File: src/rtl/bcd_pkg.sv
// Shared constants for the sequential binary-to-BCD converter.
package bcd_pkg;
   localparam int BCD_WIDTH       = 32;
   localparam int BCD_DIGITS      = 10;
   localparam int BCD_DISP_DIGITS = 7;

   localparam logic [3:0] ADJ_THRESH = 4'd5;
   localparam logic [3:0] ADJ_OFFSET = 4'd3;

   typedef logic [1:0] state_t;
   localparam state_t S_IDLE  = 2'd0;
   localparam state_t S_SHIFT = 2'd1;
   localparam state_t S_DONE  = 2'd2;
endpackage

File: src/rtl/bcd_adjust_nibble.sv
// Double-dabble digit correction: a nibble of 5 or more gets +3 before the shift.
module bcd_adjust_nibble
   import bcd_pkg::*;
(
   input  logic [3:0] d_i,
   output logic [3:0] q_o
);
   // Input never exceeds 9, so the 4-bit sum cannot wrap.
   assign q_o = (d_i >= ADJ_THRESH) ? d_i + ADJ_OFFSET : d_i;
endmodule

File: src/rtl/bcd_convert_seq.sv
// Sequential binary-to-BCD converter, one double-dabble iteration per clock,
// with valid/ready handshakes on both sides.
module bcd_convert_seq
   import bcd_pkg::*;
#(
   parameter int WIDTH       = BCD_WIDTH,
   parameter int DIGITS      = BCD_DIGITS,
   parameter int DISP_DIGITS = BCD_DISP_DIGITS
) (
   input  logic                  clk,
   input  logic                  rst,
   input  logic                  in_valid,
   output logic                  in_ready,
   input  logic [WIDTH-1:0]      in_data,
   input  logic                  in_signed,
   output logic                  out_valid,
   input  logic                  out_ready,
   output logic [4*DIGITS-1:0]   out_bcd,
   output logic                  out_neg,
   output logic [3:0]            out_digits,
   output logic                  out_ovf
);
   localparam int         CW     = $clog2(WIDTH + 1);
   localparam logic [3:0] DISP_L = 4'(DISP_DIGITS);

   state_t              state_q, state_d;
   logic [CW-1:0]       cnt_q, cnt_d;
   logic [WIDTH-1:0]    bin_q, bin_d;
   logic [4*DIGITS-1:0] bcd_q, bcd_d;
   logic                neg_q, neg_d;
   logic [3:0]          dig_q, dig_d;
   logic                ovf_q, ovf_d;

   logic [4*DIGITS-1:0] bcd_adj, bcd_nxt;
   logic [WIDTH-1:0]    bin_nxt, mag;
   logic                in_neg;
   logic [3:0]          dig_cnt;

   for (genvar g = 0; g < DIGITS; g++) begin : g_adj
      bcd_adjust_nibble u_adj (
         .d_i (bcd_q[4*g +: 4]),
         .q_o (bcd_adj[4*g +: 4])
      );
   end

   assign {bcd_nxt, bin_nxt} = {bcd_adj, bin_q} << 1;

   assign in_neg = in_signed & in_data[WIDTH-1];
   assign mag    = in_neg ? -in_data : in_data;

   // Digit count looks at the post-shift value so it is ready on the final edge.
   always_comb begin
      dig_cnt = 4'd1;
      for (int i = 0; i < DIGITS; i++) begin
         if (bcd_nxt[4*i +: 4] != 4'd0) dig_cnt = 4'(i + 1);
      end
   end

   always_comb begin
      state_d = state_q;
      cnt_d   = cnt_q;
      bin_d   = bin_q;
      bcd_d   = bcd_q;
      neg_d   = neg_q;
      dig_d   = dig_q;
      ovf_d   = ovf_q;
      case (state_q)
         S_IDLE: begin
            if (in_valid) begin
               bin_d   = mag;
               bcd_d   = '0;
               neg_d   = in_neg;
               cnt_d   = CW'(WIDTH);
               dig_d   = 4'd0;
               ovf_d   = 1'b0;
               state_d = S_SHIFT;
            end
         end
         S_SHIFT: begin
            bin_d = bin_nxt;
            bcd_d = bcd_nxt;
            cnt_d = cnt_q - CW'(1);
            if (cnt_q == CW'(1)) begin
               dig_d   = dig_cnt;
               ovf_d   = dig_cnt > DISP_L;
               state_d = S_DONE;
            end
         end
         S_DONE: begin
            if (out_ready) state_d = S_IDLE;
         end
         default: state_d = S_IDLE;
      endcase
   end

   always_ff @(posedge clk or negedge rst) begin
      if (!rst) begin
         state_q <= S_IDLE;
         cnt_q   <= '0;
         bin_q   <= '0;
         bcd_q   <= '0;
         neg_q   <= 1'b0;
         dig_q   <= 4'd0;
         ovf_q   <= 1'b0;
      end else begin
         state_q <= state_d;
         cnt_q   <= cnt_d;
         bin_q   <= bin_d;
         bcd_q   <= bcd_d;
         neg_q   <= neg_d;
         dig_q   <= dig_d;
         ovf_q   <= ovf_d;
      end
   end

   assign in_ready   = (state_q == S_IDLE);
   assign out_valid  = (state_q == S_DONE);
   assign out_bcd    = bcd_q;
   assign out_neg    = neg_q;
   assign out_digits = dig_q;
   assign out_ovf    = ovf_q;
endmodule

File: config.mk
export PLATFORM = sky130hd
export DESIGN_NAME = bcd_convert_seq
export DESIGN_NICKNAME = d
export VERILOG_FILES = /design/src/rtl/bcd_pkg.sv /design/src/rtl/bcd_adjust_nibble.sv /design/src/rtl/bcd_convert_seq.sv
export SDC_FILE = /design/constraint.sdc
export NUM_CORES = 1
export LEC_CHECK = 0
export BUFFER_PORTS_ARGS = -buffer_cell sky130_fd_sc_hd__buf_2
export CAP_MARGIN = 25
export CORE_MARGIN = 8
export CORE_UTILIZATION = 50
export DETAILED_ROUTE_END_ITERATION = 8
export PLACE_DENSITY = 0.78
export RECOVER_POWER = 25
export SLEW_MARGIN = 0
export SYNTH_ARGS = -nofsm -noshare
export SYNTH_HDL_FRONTEND = slang
export SYNTH_SLANG_ARGS = --single-unit
File: constraint.sdc
create_clock -name clk -period 6.85 [get_ports clk]
set_input_delay 1.37 -clock clk [delete_from_list [all_inputs] [get_ports clk]]
set_output_delay 1.37 -clock clk [all_outputs]
set_load 0.03 [all_outputs]
==> flow_summary_export.csv <==
group,metric,value,unit
sta,period_minus_slack,3.12,ns
sta,maxSlewViolCount,43,
cells_and_area,final_net_count,695,
placement,portBuffers,84,
cells_and_area,multi_input_gate_area_in_the_final_layout,0.00288,mm²
yosys,yosys-mux-area-fraction,2.17,%
power_and_ir_drop,power.ir.vdd_worst,0.202,mV
setup_path,worst_path_max_delay_cell,"sky130_fd_sc_hd__clkbuf_1",
global_route,vias_in_the_first_global_route,4669,
cells_and_area,number_of_inserted_filler_cells_in_the_final_layout,883,
outcome,result_of_the_run,"finished with violations",
power_and_ir_drop,netSwitchingFraction,46.4,%
sta,setup-tns-final,0,ns
yosys,ys_seq_area_share,41.4,%
cells_and_area,layout-drive-gt1-share,18.5,%
yosys,synth_cell_types,61,
cts,clock_latency,0.35,ns
placement,dp_slack,3.63,ns
yosys,synth-edff-count,0,
setup_path,critPathMaxFanout,43,
cts,numCtsBuffers,9,
floorplan,floorplan.initialDensity,51.0,%
setup_path,crit_buf_inv,1,
routing,drtAntennaViolNets,0,
routing,drtPass1Iterations,5,
setup_path,critical_path.startpoint_type,"input port",
setup_path,critical_path.max_stage_delay,1.67,ns
floorplan,die_span_in_x,118,µm
cts,h-tree-depth,3,
power_and_ir_drop,pwr-share-comb,52.7,%
yosys,synth-warning-count,0,
cts,cts-resized-gates,0,
global_route,grt_first_pass_wirelength,22100,µm
placement,dp_hpwl,9190,µm
yosys,synth_top_family_by_area,"compound AO/OA/AOI/OAI gates",
power_and_ir_drop,power.share.sequential,33.4,%
floorplan,floorplan.core_area,0.0102,mm²
yosys,async_reset_ff_share,100,%
cts,clock_sink_count,86,
power_and_ir_drop,clock_network_power_share,13.9,%
setup_path,critical_path_required,6.80,ns
sta,worst-slew-pin-transition,2.40,ns
cells_and_area,area_growth,15.1,%
placement,place_congestion,0.889,
yosys,synth_compound_gate_area_share,24.9,%
setup_path,critical_path_arrival,3.07,ns
cts,cts_tree,"yes",
power_and_ir_drop,internal_power_summed_over_all_cells,1490,µW
power_and_ir_drop,p_leak,0.00269,µW
setup_path,worst-setup-path-type,"in -> async",
sta,maxClockFrequency,0.321,GHz
floorplan,rows,37,
floorplan,design.die.area,0.0139,mm²
global_route,overflow,0,
routing,wl_per_cell,16.2,µm
global_route,antenna_found_initial,0,
power_and_ir_drop,total_power,2780,µW
routing,drc,0,
cells_and_area,n_antenna_cell,0,
routing,first_iter_violations,290,
yosys,synthXorXnorAreaFrac,6.58,%
yosys,synthesis.area_per_instance,9.31,µm²
setup_path,crit_family,"buffers and inverters",
cells_and_area,final_design_area_no_fill,0.00598,mm²
global_route,maximum_number_of_pins_on_one_net_before_global_route_repair,45,
yosys,synthCells,558,
cts,cts_hold_buffers,0,
sta,setup_slack,3.73,ns
routing,via_per_inst,5.85,
flow_run,maxCapViolations,1,
global_route,groute.usage.overall,18.6,%
yosys,synth_seq_cells,86,
power_and_ir_drop,p_per_area,466,mW/mm²
cells_and_area,register_area,0.00215,mm²
routing,routed-via-count,4529,
cts,clockRootBuffer,"sky130_fd_sc_hd__clkbuf_8",
power_and_ir_drop,power.net_switching,1290,µW
sta,finalHoldViolations,0,
routing,drt_wl_total,12500,µm
cts,clk_path_buf_depth,2,
sta,skew,0.0164,ns
sta,slew_headroom,-60.0,%
placement,post_dp_cell_area,0.00577,mm²
yosys,mappedNetlistArea,0.00519,mm²
setup_path,path_cells,"clkbuf_1",
yosys,synthAdderAreaFrac,5.54,%
setup_path,type_of_element_capturing_the_critical_path,"async pin",
yosys,post_synth_and_or_nand_nor_area_fraction,15.9,%
min_path,hold_class,"reg -> reg",
sta,finalCritPeriodShare,45.5,%
cts,clkTransAtPathRegs,0.08,ns
yosys,synth_flop_cell,"sky130_fd_sc_hd__dfrtp_1",
yosys,syn-num-nets,618,
outcome,failed_checks,"capacitance limit, slew limit",
sta,grt_setup_unrepaired,"no",
floorplan,vertical_die_dimension,118,µm
cts,cts_setup_buffers,0,
sta,setup_viol_count_final,0,
floorplan,io-pin-count,85,
cells_and_area,final_core_utilization,58.7,%
-- cell usage in the layout (no fill, tap or decap), types with 3 or more instances in the layout --
cell	n
sky130_fd_sc_hd__nor4_1	5
sky130_fd_sc_hd__inv_1	25
sky130_fd_sc_hd__a31oi_1	10
sky130_fd_sc_hd__nand3b_1	6
sky130_fd_sc_hd__clkbuf_8	10
sky130_fd_sc_hd__buf_2	83
sky130_fd_sc_hd__a22o_1	6
sky130_fd_sc_hd__a32o_1	4
sky130_fd_sc_hd__nand3_1	12
sky130_fd_sc_hd__xor2_1	15
sky130_fd_sc_hd__nor2b_1	3
sky130_fd_sc_hd__o22ai_1	21
sky130_fd_sc_hd__o31ai_1	11
sky130_fd_sc_hd__nor3b_1	13
sky130_fd_sc_hd__dfrtp_1	86
sky130_fd_sc_hd__ha_1	23
sky130_fd_sc_hd__nor4b_1	3
sky130_fd_sc_hd__a21o_1	4
sky130_fd_sc_hd__nor3_1	10
sky130_fd_sc_hd__or4_1	3
sky130_fd_sc_hd__a21oi_1	36
sky130_fd_sc_hd__buf_4	4
sky130_fd_sc_hd__nor2_1	20
sky130_fd_sc_hd__xnor2_1	24
sky130_fd_sc_hd__o21ai_0	63
sky130_fd_sc_hd__mux2i_1	9
sky130_fd_sc_hd__a22oi_1	26
sky130_fd_sc_hd__and3_1	3
sky130_fd_sc_hd__nand2b_1	10
sky130_fd_sc_hd__nand2_1	45
-- worst reg2reg max path, cell delays in order, from the launching register on --
cell and delay, ns:
sky130_fd_sc_hd__dfrtp_1 0.47, sky130_fd_sc_hd__inv_1 0.13, sky130_fd_sc_hd__ha_1 0.27, sky130_fd_sc_hd__nand2b_2 0.11
sky130_fd_sc_hd__nor3b_1 0.15, sky130_fd_sc_hd__a21oi_1 0.31, sky130_fd_sc_hd__nand3b_1 0.17, sky130_fd_sc_hd__or4_1 0.56
sky130_fd_sc_hd__a22o_1 0.21
-- area by class of cell --
class                   count  area share, %
well taps                 136           2.85
inverters                  25           1.57
repair buffers             89           7.97
flip-flops and latches     86           36.0
clock inverters             4           1.21
clock buffers              10           2.30
multi-input cells         424           48.1
-- registers in the layout (all words and copies together), names as in the netlist --
register and cells:
out_ovf 1, out_digits 4, bin_q 32, out_neg 1
cnt_q 6, out_bcd 40, state_q 2
-- power groups by stage --
stage,combinational [µW],sequential [µW],clock [µW]
after floorplan,901,1100,0
final,1470,930,387
after global placement,1400,924,0
after CTS,1480,928,393
after detailed placement,1470,937,0
after global routing,1640,965,416
-- path summary, 6_finish.rpt --
| check | startpoint | to | slack, ns | depth (start not counted) |
|---|---|---|---|---|
| max | rst | bin_q[7] | 3.73 | 1 |
| min | cnt_q[5] | cnt_q[5] | 0.48 | 1 |
| max in group clk | in_data[11] | bin_q[28] | 4.00 | 7 |
| min in group asynchronous | rst | out_bcd[29] | 1.73 | 1 |
| min reg2reg | cnt_q[5] | cnt_q[5] | 0.48 | 1 |
| max reg2reg | out_bcd[20] | out_digits[2] | 4.38 | 8 |
-- synthesized netlist by cell type (3+ instances only) --
| cell type | instances | share of area, % |
|---|---|---|
| sky130_fd_sc_hd__nor4_1 | 5 | 0.60 |
| sky130_fd_sc_hd__xor2_1 | 15 | 2.5 |
| sky130_fd_sc_hd__inv_1 | 25 | 1.8 |
| sky130_fd_sc_hd__nor4b_1 | 3 | 0.51 |
| sky130_fd_sc_hd__a31oi_1 | 10 | 1.2 |
| sky130_fd_sc_hd__clkbuf_1 | 21 | 1.5 |
| sky130_fd_sc_hd__nor3_1 | 10 | 0.96 |
| sky130_fd_sc_hd__o22ai_1 | 21 | 2.5 |
| sky130_fd_sc_hd__nor2b_1 | 4 | 0.48 |
| sky130_fd_sc_hd__nand2b_1 | 10 | 1.2 |
| sky130_fd_sc_hd__dfrtp_1 | 86 | 41 |
| sky130_fd_sc_hd__a21oi_1 | 36 | 3.5 |
| sky130_fd_sc_hd__nand2_1 | 45 | 3.3 |
| sky130_fd_sc_hd__nor3b_1 | 13 | 1.9 |
| sky130_fd_sc_hd__nor2_1 | 21 | 1.5 |
| sky130_fd_sc_hd__a22o_1 | 6 | 1.0 |
| sky130_fd_sc_hd__o31ai_1 | 11 | 1.6 |
| sky130_fd_sc_hd__nand3b_1 | 6 | 0.87 |
| sky130_fd_sc_hd__a21o_1 | 4 | 0.58 |
| sky130_fd_sc_hd__and3_1 | 3 | 0.36 |
| sky130_fd_sc_hd__a32o_1 | 4 | 0.77 |
| sky130_fd_sc_hd__ha_1 | 23 | 5.5 |
| sky130_fd_sc_hd__or4_1 | 3 | 0.43 |
| sky130_fd_sc_hd__nand3_1 | 12 | 1.2 |
| sky130_fd_sc_hd__o21ai_0 | 63 | 6.1 |
| sky130_fd_sc_hd__a22oi_1 | 26 | 3.8 |
| sky130_fd_sc_hd__mux2i_1 | 9 | 1.7 |
| sky130_fd_sc_hd__xnor2_1 | 24 | 4.0 |
-- metal layers --
metal | track usage [%] | share of wire (%) | up-vias
li1 | - | - | 2215
met1 | 23.0 | 46 | 2185
met2 | 31.3 | 47 | 114
met3 | 4.56 | 5.1 | 15
met4 | 5.44 | 1.3 | 0
met5 | 0 | 0 | -
-- stage by stage --
| stage | cells | hold slack [ns] |
|---|---|---|
| 3_5_place_dp | 760 | 0.476 |
| 2_1_floorplan | 558 | 0.445 |
| 6_report | 774 | 0.481 |
| 4_1_cts | 774 | 0.485 |
| 5_1_grt | 774 | 0.513 |
| 3_3_place_gp | 759 | 0.456 |
-- logic make-up (layout without fill, tap and decap cells) --
group                      count (synthesis)  in the layout
AOI/OAI and AO/OA                        201            201
and+or+nand+nor                          150            150
DFF                                       86             86
buffers and inverters                     48            128
xor gates and xnor gates                  39             39
adders and majority gates                 23             23
muxes                                     11             11
Note: power is estimated with default switching activity, not from simulation.
